File: src/rtl/pca_axi_mmio_regbank.sv
// AXI-Lite slave register bank: N_REGS control slots with strobe merge, read-only status slots and per-slot write pulses.
// Optional PCA_MMIO_ERRCNT_EN adds a saturating SLVERR counter at slot N_REGS; responses 1 cycle after handshake, held until ready.
module pca_axi_mmio_regbank #(
   parameter int                 ADDR_W    = 32,
   parameter int                 DATA_W    = 32,
   parameter int                 N_REGS    = 16,
   parameter logic [ADDR_W-1:0]  BASE_ADDR = '0,
   parameter logic [N_REGS-1:0]  RO_MASK   = '0,
   parameter logic [DATA_W-1:0]  RST_VAL   = '0
) (
   input  logic                       s_axi_aclk,
   input  logic                       s_axi_areset,
   input  logic [ADDR_W-1:0]          s_axi_awaddr,
   input  logic                       s_axi_awvalid,
   output logic                       s_axi_awready,
   input  logic [DATA_W-1:0]          s_axi_wdata,
   input  logic [DATA_W/8-1:0]        s_axi_wstrb,
   input  logic                       s_axi_wvalid,
   output logic                       s_axi_wready,
   output logic [1:0]                 s_axi_bresp,
   output logic                       s_axi_bvalid,
   input  logic                       s_axi_bready,
   input  logic [ADDR_W-1:0]          s_axi_araddr,
   input  logic                       s_axi_arvalid,
   output logic                       s_axi_arready,
   output logic [DATA_W-1:0]          s_axi_rdata,
   output logic [1:0]                 s_axi_rresp,
   output logic                       s_axi_rvalid,
   input  logic                       s_axi_rready,
   output logic [N_REGS*DATA_W-1:0]   reg_o,
   output logic [N_REGS-1:0]          reg_wr_pulse_o,
   input  logic [N_REGS*DATA_W-1:0]   hw_status_i
);

   localparam int STRB_W = DATA_W / 8;
   localparam int SHIFT  = $clog2(STRB_W);
   localparam int IDX_W  = (N_REGS > 1) ? $clog2(N_REGS) : 1;
   localparam logic [ADDR_W-1:0] N_REGS_A    = ADDR_W'(N_REGS);
   localparam logic [1:0]        RESP_OKAY   = 2'b00;
   localparam logic [1:0]        RESP_SLVERR = 2'b10;

   typedef enum logic {W_IDLE, W_RESP} w_state_t;
   typedef enum logic {R_IDLE, R_RESP} r_state_t;

   function automatic logic [ADDR_W-1:0] slot_of(input logic [ADDR_W-1:0] addr);
      return (addr - BASE_ADDR) >> SHIFT;
   endfunction

   w_state_t            w_state_q, w_state_d;
   logic                aw_held_q, aw_held_d;
   logic                w_held_q, w_held_d;
   logic [ADDR_W-1:0]   awaddr_q, awaddr_d;
   logic [DATA_W-1:0]   wdata_q, wdata_d;
   logic [STRB_W-1:0]   wstrb_q, wstrb_d;
   logic [1:0]          bresp_q, bresp_d;
   logic [N_REGS-1:0]   pulse_q, pulse_d;
   logic [DATA_W-1:0]   reg_q [N_REGS];
   logic [DATA_W-1:0]   reg_d [N_REGS];

   r_state_t            r_state_q, r_state_d;
   logic [DATA_W-1:0]   rdata_q, rdata_d;
   logic [1:0]          rresp_q, rresp_d;

   logic                aw_hs, w_hs, w_commit, w_in_rng, w_ok, w_err;
   logic [ADDR_W-1:0]   w_addr, w_slot;
   logic [DATA_W-1:0]   w_data;
   logic [STRB_W-1:0]   w_strb;
   logic [IDX_W-1:0]    w_idx;
   logic                ar_hs, r_in_rng, r_err;
   logic [ADDR_W-1:0]   r_slot;
   logic [IDX_W-1:0]    r_idx;

   assign s_axi_awready = (w_state_q == W_IDLE) && !aw_held_q;
   assign s_axi_wready  = (w_state_q == W_IDLE) && !w_held_q;
   assign s_axi_bvalid  = (w_state_q == W_RESP);
   assign s_axi_bresp   = bresp_q;
   assign aw_hs         = s_axi_awvalid && s_axi_awready;
   assign w_hs          = s_axi_wvalid && s_axi_wready;

   // A beat arriving this cycle is used directly so AW+W in one cycle commits without a bubble
   assign w_addr   = aw_held_q ? awaddr_q : s_axi_awaddr;
   assign w_data   = w_held_q ? wdata_q : s_axi_wdata;
   assign w_strb   = w_held_q ? wstrb_q : s_axi_wstrb;
   assign w_slot   = slot_of(w_addr);
   assign w_idx    = w_slot[IDX_W-1:0];
   assign w_commit = (aw_held_q || aw_hs) && (w_held_q || w_hs);
   assign w_in_rng = (w_addr >= BASE_ADDR) && (w_slot < N_REGS_A);
   assign w_ok     = w_in_rng && !RO_MASK[w_idx];

   assign s_axi_arready = (r_state_q == R_IDLE);
   assign s_axi_rvalid  = (r_state_q == R_RESP);
   assign s_axi_rdata   = rdata_q;
   assign s_axi_rresp   = rresp_q;
   assign ar_hs         = s_axi_arvalid && s_axi_arready;
   assign r_slot        = slot_of(s_axi_araddr);
   assign r_idx         = r_slot[IDX_W-1:0];
   assign r_in_rng      = (s_axi_araddr >= BASE_ADDR) && (r_slot < N_REGS_A);

`ifdef PCA_MMIO_ERRCNT_EN
   logic        w_cnt_hit, r_cnt_hit;
   logic [15:0] errcnt_q, errcnt_d;
   logic [16:0] errcnt_sum;

   assign w_cnt_hit = (w_addr >= BASE_ADDR) && (w_slot == N_REGS_A);
   assign r_cnt_hit = (s_axi_araddr >= BASE_ADDR) && (r_slot == N_REGS_A);
   assign w_err     = w_commit && !w_ok && !w_cnt_hit;
   assign r_err     = ar_hs && !r_in_rng && !r_cnt_hit;

   always_comb begin
      errcnt_sum = {1'b0, errcnt_q} + {16'b0, w_err} + {16'b0, r_err};
      errcnt_d   = (errcnt_sum > 17'h0FFFF) ? 16'hFFFF : errcnt_sum[15:0];
      if (w_commit && w_cnt_hit)
         errcnt_d = '0;
   end

   always_ff @(posedge s_axi_aclk or posedge s_axi_areset) begin
      if (s_axi_areset) errcnt_q <= '0;
      else              errcnt_q <= errcnt_d;
   end
`else
   assign w_err = w_commit && !w_ok;
   assign r_err = ar_hs && !r_in_rng;
`endif

   always_comb begin
      w_state_d = w_state_q;
      aw_held_d = aw_held_q;
      w_held_d  = w_held_q;
      awaddr_d  = awaddr_q;
      wdata_d   = wdata_q;
      wstrb_d   = wstrb_q;
      bresp_d   = bresp_q;
      pulse_d   = '0;
      for (int i = 0; i < N_REGS; i++) reg_d[i] = reg_q[i];
      case (w_state_q)
         W_IDLE: begin
            if (aw_hs) begin
               aw_held_d = 1'b1;
               awaddr_d  = s_axi_awaddr;
            end
            if (w_hs) begin
               w_held_d = 1'b1;
               wdata_d  = s_axi_wdata;
               wstrb_d  = s_axi_wstrb;
            end
            if (w_commit) begin
               aw_held_d = 1'b0;
               w_held_d  = 1'b0;
               w_state_d = W_RESP;
               bresp_d   = w_err ? RESP_SLVERR : RESP_OKAY;
               if (w_ok) begin
                  pulse_d[w_idx] = 1'b1;
                  for (int b = 0; b < STRB_W; b++)
                     if (w_strb[b]) reg_d[w_idx][b*8 +: 8] = w_data[b*8 +: 8];
               end
            end
         end
         W_RESP:  if (s_axi_bready) w_state_d = W_IDLE;
         default: w_state_d = W_IDLE;
      endcase
   end

   always_comb begin
      r_state_d = r_state_q;
      rdata_d   = rdata_q;
      rresp_d   = rresp_q;
      case (r_state_q)
         R_IDLE: begin
            if (ar_hs) begin
               r_state_d = R_RESP;
               rdata_d   = '0;
               rresp_d   = r_err ? RESP_SLVERR : RESP_OKAY;
               if (r_in_rng)
                  rdata_d = RO_MASK[r_idx] ? hw_status_i[r_idx*DATA_W +: DATA_W] : reg_q[r_idx];
`ifdef PCA_MMIO_ERRCNT_EN
               if (r_cnt_hit)
                  rdata_d = DATA_W'(errcnt_q);
`endif
            end
         end
         R_RESP:  if (s_axi_rready) r_state_d = R_IDLE;
         default: r_state_d = R_IDLE;
      endcase
   end

   always_ff @(posedge s_axi_aclk or posedge s_axi_areset) begin
      if (s_axi_areset) begin
         w_state_q <= W_IDLE;
         aw_held_q <= 1'b0;
         w_held_q  <= 1'b0;
         awaddr_q  <= '0;
         wdata_q   <= '0;
         wstrb_q   <= '0;
         bresp_q   <= RESP_OKAY;
         pulse_q   <= '0;
         for (int i = 0; i < N_REGS; i++) reg_q[i] <= RST_VAL;
         r_state_q <= R_IDLE;
         rdata_q   <= '0;
         rresp_q   <= RESP_OKAY;
      end else begin
         w_state_q <= w_state_d;
         aw_held_q <= aw_held_d;
         w_held_q  <= w_held_d;
         awaddr_q  <= awaddr_d;
         wdata_q   <= wdata_d;
         wstrb_q   <= wstrb_d;
         bresp_q   <= bresp_d;
         pulse_q   <= pulse_d;
         for (int i = 0; i < N_REGS; i++) reg_q[i] <= reg_d[i];
         r_state_q <= r_state_d;
         rdata_q   <= rdata_d;
         rresp_q   <= rresp_d;
      end
   end

   for (genvar g = 0; g < N_REGS; g++) begin : g_reg_out
      assign reg_o[g*DATA_W +: DATA_W] = reg_q[g];
   end
   assign reg_wr_pulse_o = pulse_q;

endmodule

File: config.mk
export PLATFORM = sky130hd
export DESIGN_NAME = pca_axi_mmio_regbank
export DESIGN_NICKNAME = d
export VERILOG_FILES = /design/src/rtl/pca_axi_mmio_regbank.sv
export SDC_FILE = /design/constraint.sdc
export NUM_CORES = 1
export LEC_CHECK = 0
export CAP_MARGIN = 0
export CORE_AREA = 2 2 462 464
export CTS_CLUSTER_DIAMETER = 80
export CTS_CLUSTER_SIZE = 24
export DETAILED_ROUTE_END_ITERATION = 10
export DIE_AREA = 0 0 464 466
export PLACE_DENSITY = 0.44
export SLEW_MARGIN = 25
export SYNTH_ARGS = -nofsm -noshare
export SYNTH_HDL_FRONTEND = slang
export SYNTH_SLANG_ARGS = --single-unit
File: constraint.sdc
create_clock -name s_axi_aclk -period 31.7 [get_ports s_axi_aclk]
set_input_delay 4.755 -clock s_axi_aclk [delete_from_list [all_inputs] [get_ports s_axi_aclk]]
set_output_delay 4.755 -clock s_axi_aclk [all_outputs]
set_load 0.1 [all_outputs]
# Word level (Yosys, flattened, before mapping)
# Memory sizes are Yosys's and may differ from the RTL's.
# Cells that the tools add are included.
# W data, S select, Z words.
[word_totals] register_bits=636 romBits=32 in_bits=619 out_inout_bits=569 word_cells=125 mem_count=2
[memory_table] memory="(name not given)" depth=16 word_bits=1 read_ports=1 rd_ports_with_merged_regs=0 wr=0 line="174" source="rdata_d = RO_MASK[r_idx] ? hw_status_i[r_idx*DATA_W +: DATA_W] : reg_q[r_idx];"
[memory_table] memory="(name not given)" depth=16 word_bits=1 read_ports=1 rd_ports_with_merged_regs=0 wr=0 line="88" source="assign w_ok = w_in_rng && !RO_MASK[w_idx];"
[classes] order_cmp=10 shifts=1 mux=52 bitwise_logic=4 reduce_logical=29
[ops] operator="$mux W512" count=13
[ops] operator="$bwmux W512" count=4
[ops] operator="$demux W32 S4" count=4
[ops] operator="$shiftx A512 B10 Y32" count=1
[ops] operator="$mux W32" count=7
[ops] operator="$bmux W32 S4" count=1
[ops] operator="$ge A32 B1 Y1 const B" count=2
[ops] operator="$mux W16" count=4
[ops] operator="$lt A30 B5 Y1 const B" count=2
[ops] operator="$mux W24" count=1
[ops] operator="$logic_and A1 B1 Y1" count=13
[ops] operator="$reduce_and A2 Y1" count=6
[ops] operator="$mux W1" count=11
[ops] operator="$ge A5 B5 Y1 const B" count=2
[ops] operator="$lt A4 B5 Y1 const B" count=2
[ops] operator="$not A4 Y5" count=2
[ops] operator="$mux W8" count=1
[ops] operator="$logic_not A1 Y1" count=5
[ops] operator="$lt A5 B1 Y1 const B" count=1
[ops] operator="$demux W1 S4" count=1
[ops] operator="$ge A4 B1 Y1 const B" count=1
[ops] operator="$mux W2" count=2
[ops] operator="$mux W4" count=1
[ops] operator="$pmux W1 S2" count=2
[ops] operator="4 further kinds" count=7

# Longest topological paths before layout
[depth] depth_word=23 mapped_depth=8 mapped_depth_nobuf=5

# Worst setup path before layout
# OpenSTA, ideal clock, no wires.
[synth_path] path_type="reg-to-output" startpoint="register w_state_q, in the netlist s_axi_bvalid" endpoint="output s_axi_awready" arrival_time_ns=2.210 required_time_ns=26.945 slack_ns=24.735 stages_incl_launch_ff=2 path_buffers=0 path_cell_list="dfrtp_1 > nor2_1"
[synth_via] elab_chain_cells=2
[synth_lines] element="start: declaration" line="49" source="w_state_t w_state_q, w_state_d;"
[synth_lines] element="start signal: assignment" line="201" source="w_state_q <= w_state_d;"
[synth_lines] element="$not A1 Y1 (no line)"
[synth_lines] element="$logic_and A1 B1 Y1" line="73" source="assign s_axi_awready = (w_state_q == W_IDLE) && !aw_held_q;"
[synth_lines] element="end: declaration" line="15" source="output logic s_axi_awready,"
# No other way between the ends.

# Final worst setup path
[layout_path] startpoint="input s_axi_awaddr[27]" endpoint="register reg_q, in the netlist reg_o[169]"
[layout_via] elab_chain_cells=5 word_cells_on_any_way=6
[layout_lines] element="start: declaration" line="13" source="input logic [ADDR_W-1:0] s_axi_awaddr,"
[layout_lines] element="$mux W32 (*)" line="81" source="assign w_addr = aw_held_q ? awaddr_q : s_axi_awaddr;"
[layout_lines] element="$ge A32 B1 Y1 or $lt A30 B5 Y1 (tied branches)" line="87" source="assign w_in_rng = (w_addr >= BASE_ADDR) && (w_slot < N_REGS_A);"
[layout_lines] element="$logic_and A1 B1 Y1 (*)" line="87"
[layout_lines] element="$logic_and A1 B1 Y1 (*)" line="88"
[layout_lines] element="$reduce_and A3 Y1 (no line) (*)"
[layout_lines] element="end: declaration" line="57" source="logic [DATA_W-1:0] reg_q [N_REGS];"
# Mark *: on every way between the ends. The rest lies on a longest branch, timed or not.
# A chain may end at the register's enable or synchronous reset.

==> summary.md <==
| Metric | Value |
|---|---|
| H-tree depth | 2 |
| CTS Buf Count | 56 |
| Final worst setup slack | 23.17 ns |
| Critical path arrival | 9.11 ns |
| Clk root buf | clkbuf_16 |
| CTS tree | done |
| Total wire length | 151000 microns |
| Die Ht | 466 microns |
| Setup violators final | 0 |
| Largest family of logic cells by synthesized area | multiplexers |
| DRC | 0 |
| Total Power | 2.08 mW |
| Post-CTS Setup Bufs | 0 |
| Post-Synth Adder-Cell Area | 0% |
| # hold bufs at CTS | 0 |
| Initial core utilization | 13.8% |
| CORE AREA | 0.211 sq mm |
| GR Overflow Total | 0 |
| Die Wd | 464 microns |
| CTS clk-pin slew, worst paths | 0.08 ns |
| Synth Area in XOR/XNOR | 0% |
| Global-route wire length before repair | 200000 microns |
| Worst slew margin relative to its limit | 24.4% |
| CTS Sinks | 632 |
| Post-synth top area share | 54.2% |
| Worst IR drop on VDD | 41.1 uV |
| Nets | 3095 |
| CP max stage delay | 0.98 ns |
| Worst path top cell family by delay | buffers and inverters |
| Buffers on Ports | 669 |
| Post-route antenna net violation count | 0 |
| Die area | 0.216 sq mm |
| Hold WC Path Type | flip-flop to flip-flop |
| Top Ports | 1188 |
| Hold Violations, Final | 0 |
| WL/cell | 28.1 microns |
| RSZ-0062 raised after global routing | false |
| Max Freq | 117 MHz |
| Sequential share of the synthesized area | 54.2% |
| Yosys reg bits | 632 |
| CP required | 32.28 ns |
| Endpoint class of the critical path | flip-flop |
| Vias | 20100 |
| Synth top cells by count | dfrtp_1 (632), mux2_2 (602), mux4_2 (128) |
| Max FO, Critical Path | 49 |
| Ys Warns | 0 |
| Share of layout cells above drive strength 1 | 40.7% |
| Primary FF master, synth | dfrtp_1 |
| Post-Synth Simple-Gate Area | 2.43% |
| Largest net degree at the start of global routing | 136 |
| Vias/cell | 3.76 |
| Yosys cell types | 52 |
| Total negative slack | 0 ns |
| Worst-path cell chain | clkdlybuf4s50_1, nor4_1, nand4_1, nor4_2, buf_4, buf_4, o2111a_1, mux2_2 |
| WHS | 0.506 ns |
| Cell Area, Synth | 0.0292 sq mm |
| CP Buf/Inv Count | 3 |
| Crit Path Category | input pin to flip-flop |
| Post-Place Cells | 5237 |
| Power Dens Cells | 50.5 mW/mm^2 |
| Max Cap Viol | 0 |
| Vias in the first global route | 21000 |
| Row cnt | 169 |
| Top-count cell post-synth | dfrtp_1 |
| Layout Area Growth over Synthesis | 41.4% |
| Aggregate global-route resource usage | 13.6% |
| Finished Core Util | 19.5% |
| CP Launch Type | input pin |
| Clock latency on the worst-skew pair | 0.72 ns |
| Tightest Pin Transition | 1.13 ns |
| Largest cells by area after synthesis | dfrtp_1 (54%), mux2_2 (23%), mux4_2 (9.9%) |
| CP dominant cell by count | buf_4 |
| GP Congestion | 0.771 |
| TritonRoute pass-1 iters | 4 |
| Detail Placement HPWL | 112000 microns |
| Mux cell area share after synthesis | 33.6% |
| Slew Limit Fails | 0 |
| Area fraction in compound gates after synthesis | 7.29% |
| CTS resizes | 0 |
| Clk_skew | 0.0436 ns |
| Post-synth EDFFs | 0 |
| Dpl cell area | 0.0391 sq mm |
| Leak | 17.5 nW |
| Buffer depth of the longest clock path | 3 |
| Crit share post-route | 26.9% |
| Cell area after layout | 0.0412 sq mm |
| Iteration-0 DRC Markers | 1156 |
| Post-synth top area cell | dfrtp_1 |
| Final Critical Period | 8.53 ns |
| Asr flop ratio synth | 100% |
| Post-Syn Instances | 1840 |
| Fin cells | 5356 |
| Mean Syn Cell Area | 15.8 sq um |
| Status | finished, final reports clean |
| Post-Place Setup Slack | 22.37 ns |
| Initial antenna violation count | 51 |
| Max stage delay cell, worst path | o2111a_1 |
==> state kept, by name, indices dropped and copies added (netlist names) <==
signal          count
wstrb_q             4
wdata_q            32
reg_wr_pulse_o     16
awaddr_q           30
w_held_q            1
s_axi_bvalid        1
s_axi_rdata        32
s_axi_rvalid        1
s_axi_rresp         1
aw_held_q           1
reg_o             512
s_axi_bresp         1
==> placed cells by master (no fill, tap or decap), types with 11 or more instances in the layout <==
cell type,count
buf_4,75
o2111a_1,16
a22o_1,32
dfrtp_1,631
diode_2,12
clkbuf_16,56
mux2_2,602
o2111ai_4,29
nor2_1,21
buf_2,23
mux4_2,128
nor2_2,11
o2111ai_2,17
nand2_1,34
a22oi_1,62
nor4_1,27
clkdlybuf4s50_1,612
==> routing by layer <==
metal | vias to the layer above | global-route usage [%] | routed length [microns]
met4 | 44 | 4.14 | 4900
met2 | 818 | 20.8 | 65800
met5 | - | 0 | 310
met3 | 189 | 6.57 | 16700
li1 | 8374 | - | -
met1 | 10700 | 16.7 | 62900
==> cells by family after synthesis <==
kind of cell | Yosys count
mux | 742
flops | 632
compound gates | 180
buf+inv | 150
simple gates | 135
other cells | 1
==> path summary, 6_finish.rpt <==
check	startpoint	to	slack [ns]	depth (start not counted)
worst min-delay path	wdata_q[25]	wdata_q[25]	0.51	1
worst min register to register	wdata_q[25]	wdata_q[25]	0.51	1
max in group asynchronous	s_axi_areset	reg_o[41]	23.40	7
min in group asynchronous	s_axi_areset	reg_o[344]	4.52	2
worst max-delay path	s_axi_awaddr[27]	reg_o[169]	23.17	8
worst max register to register	aw_held_q	reg_o[169]	27.05	8
==> cell type report <==
cell class / count / area (sq um)
Inverter: 7 / 33.8
Antenna cell: 12 / 30.0
Clock buffer: 56 / 1400
Timing Repair Buffer: 720 / 6960
Clock inverter: 49 / 698
Sequential cell: 632 / 15800
Fill cell: 22800 / 170000
Multi-Input combinational cell: 1059 / 12800
Tap cell: 2821 / 3530
==> where the power goes <==
part | switching (mW) | internal [mW] | leakage, nW | total, mW
logic | 0.282 | 0.117 | 7.83 | 0.399
registers | 0.0318 | 0.851 | 8.67 | 0.883
clock network | 0.410 | 0.388 | 1.01 | 0.798
total | 0.724 | 1.36 | 17.5 | 2.08
Note: power is estimated with default switching activity, not from simulation.
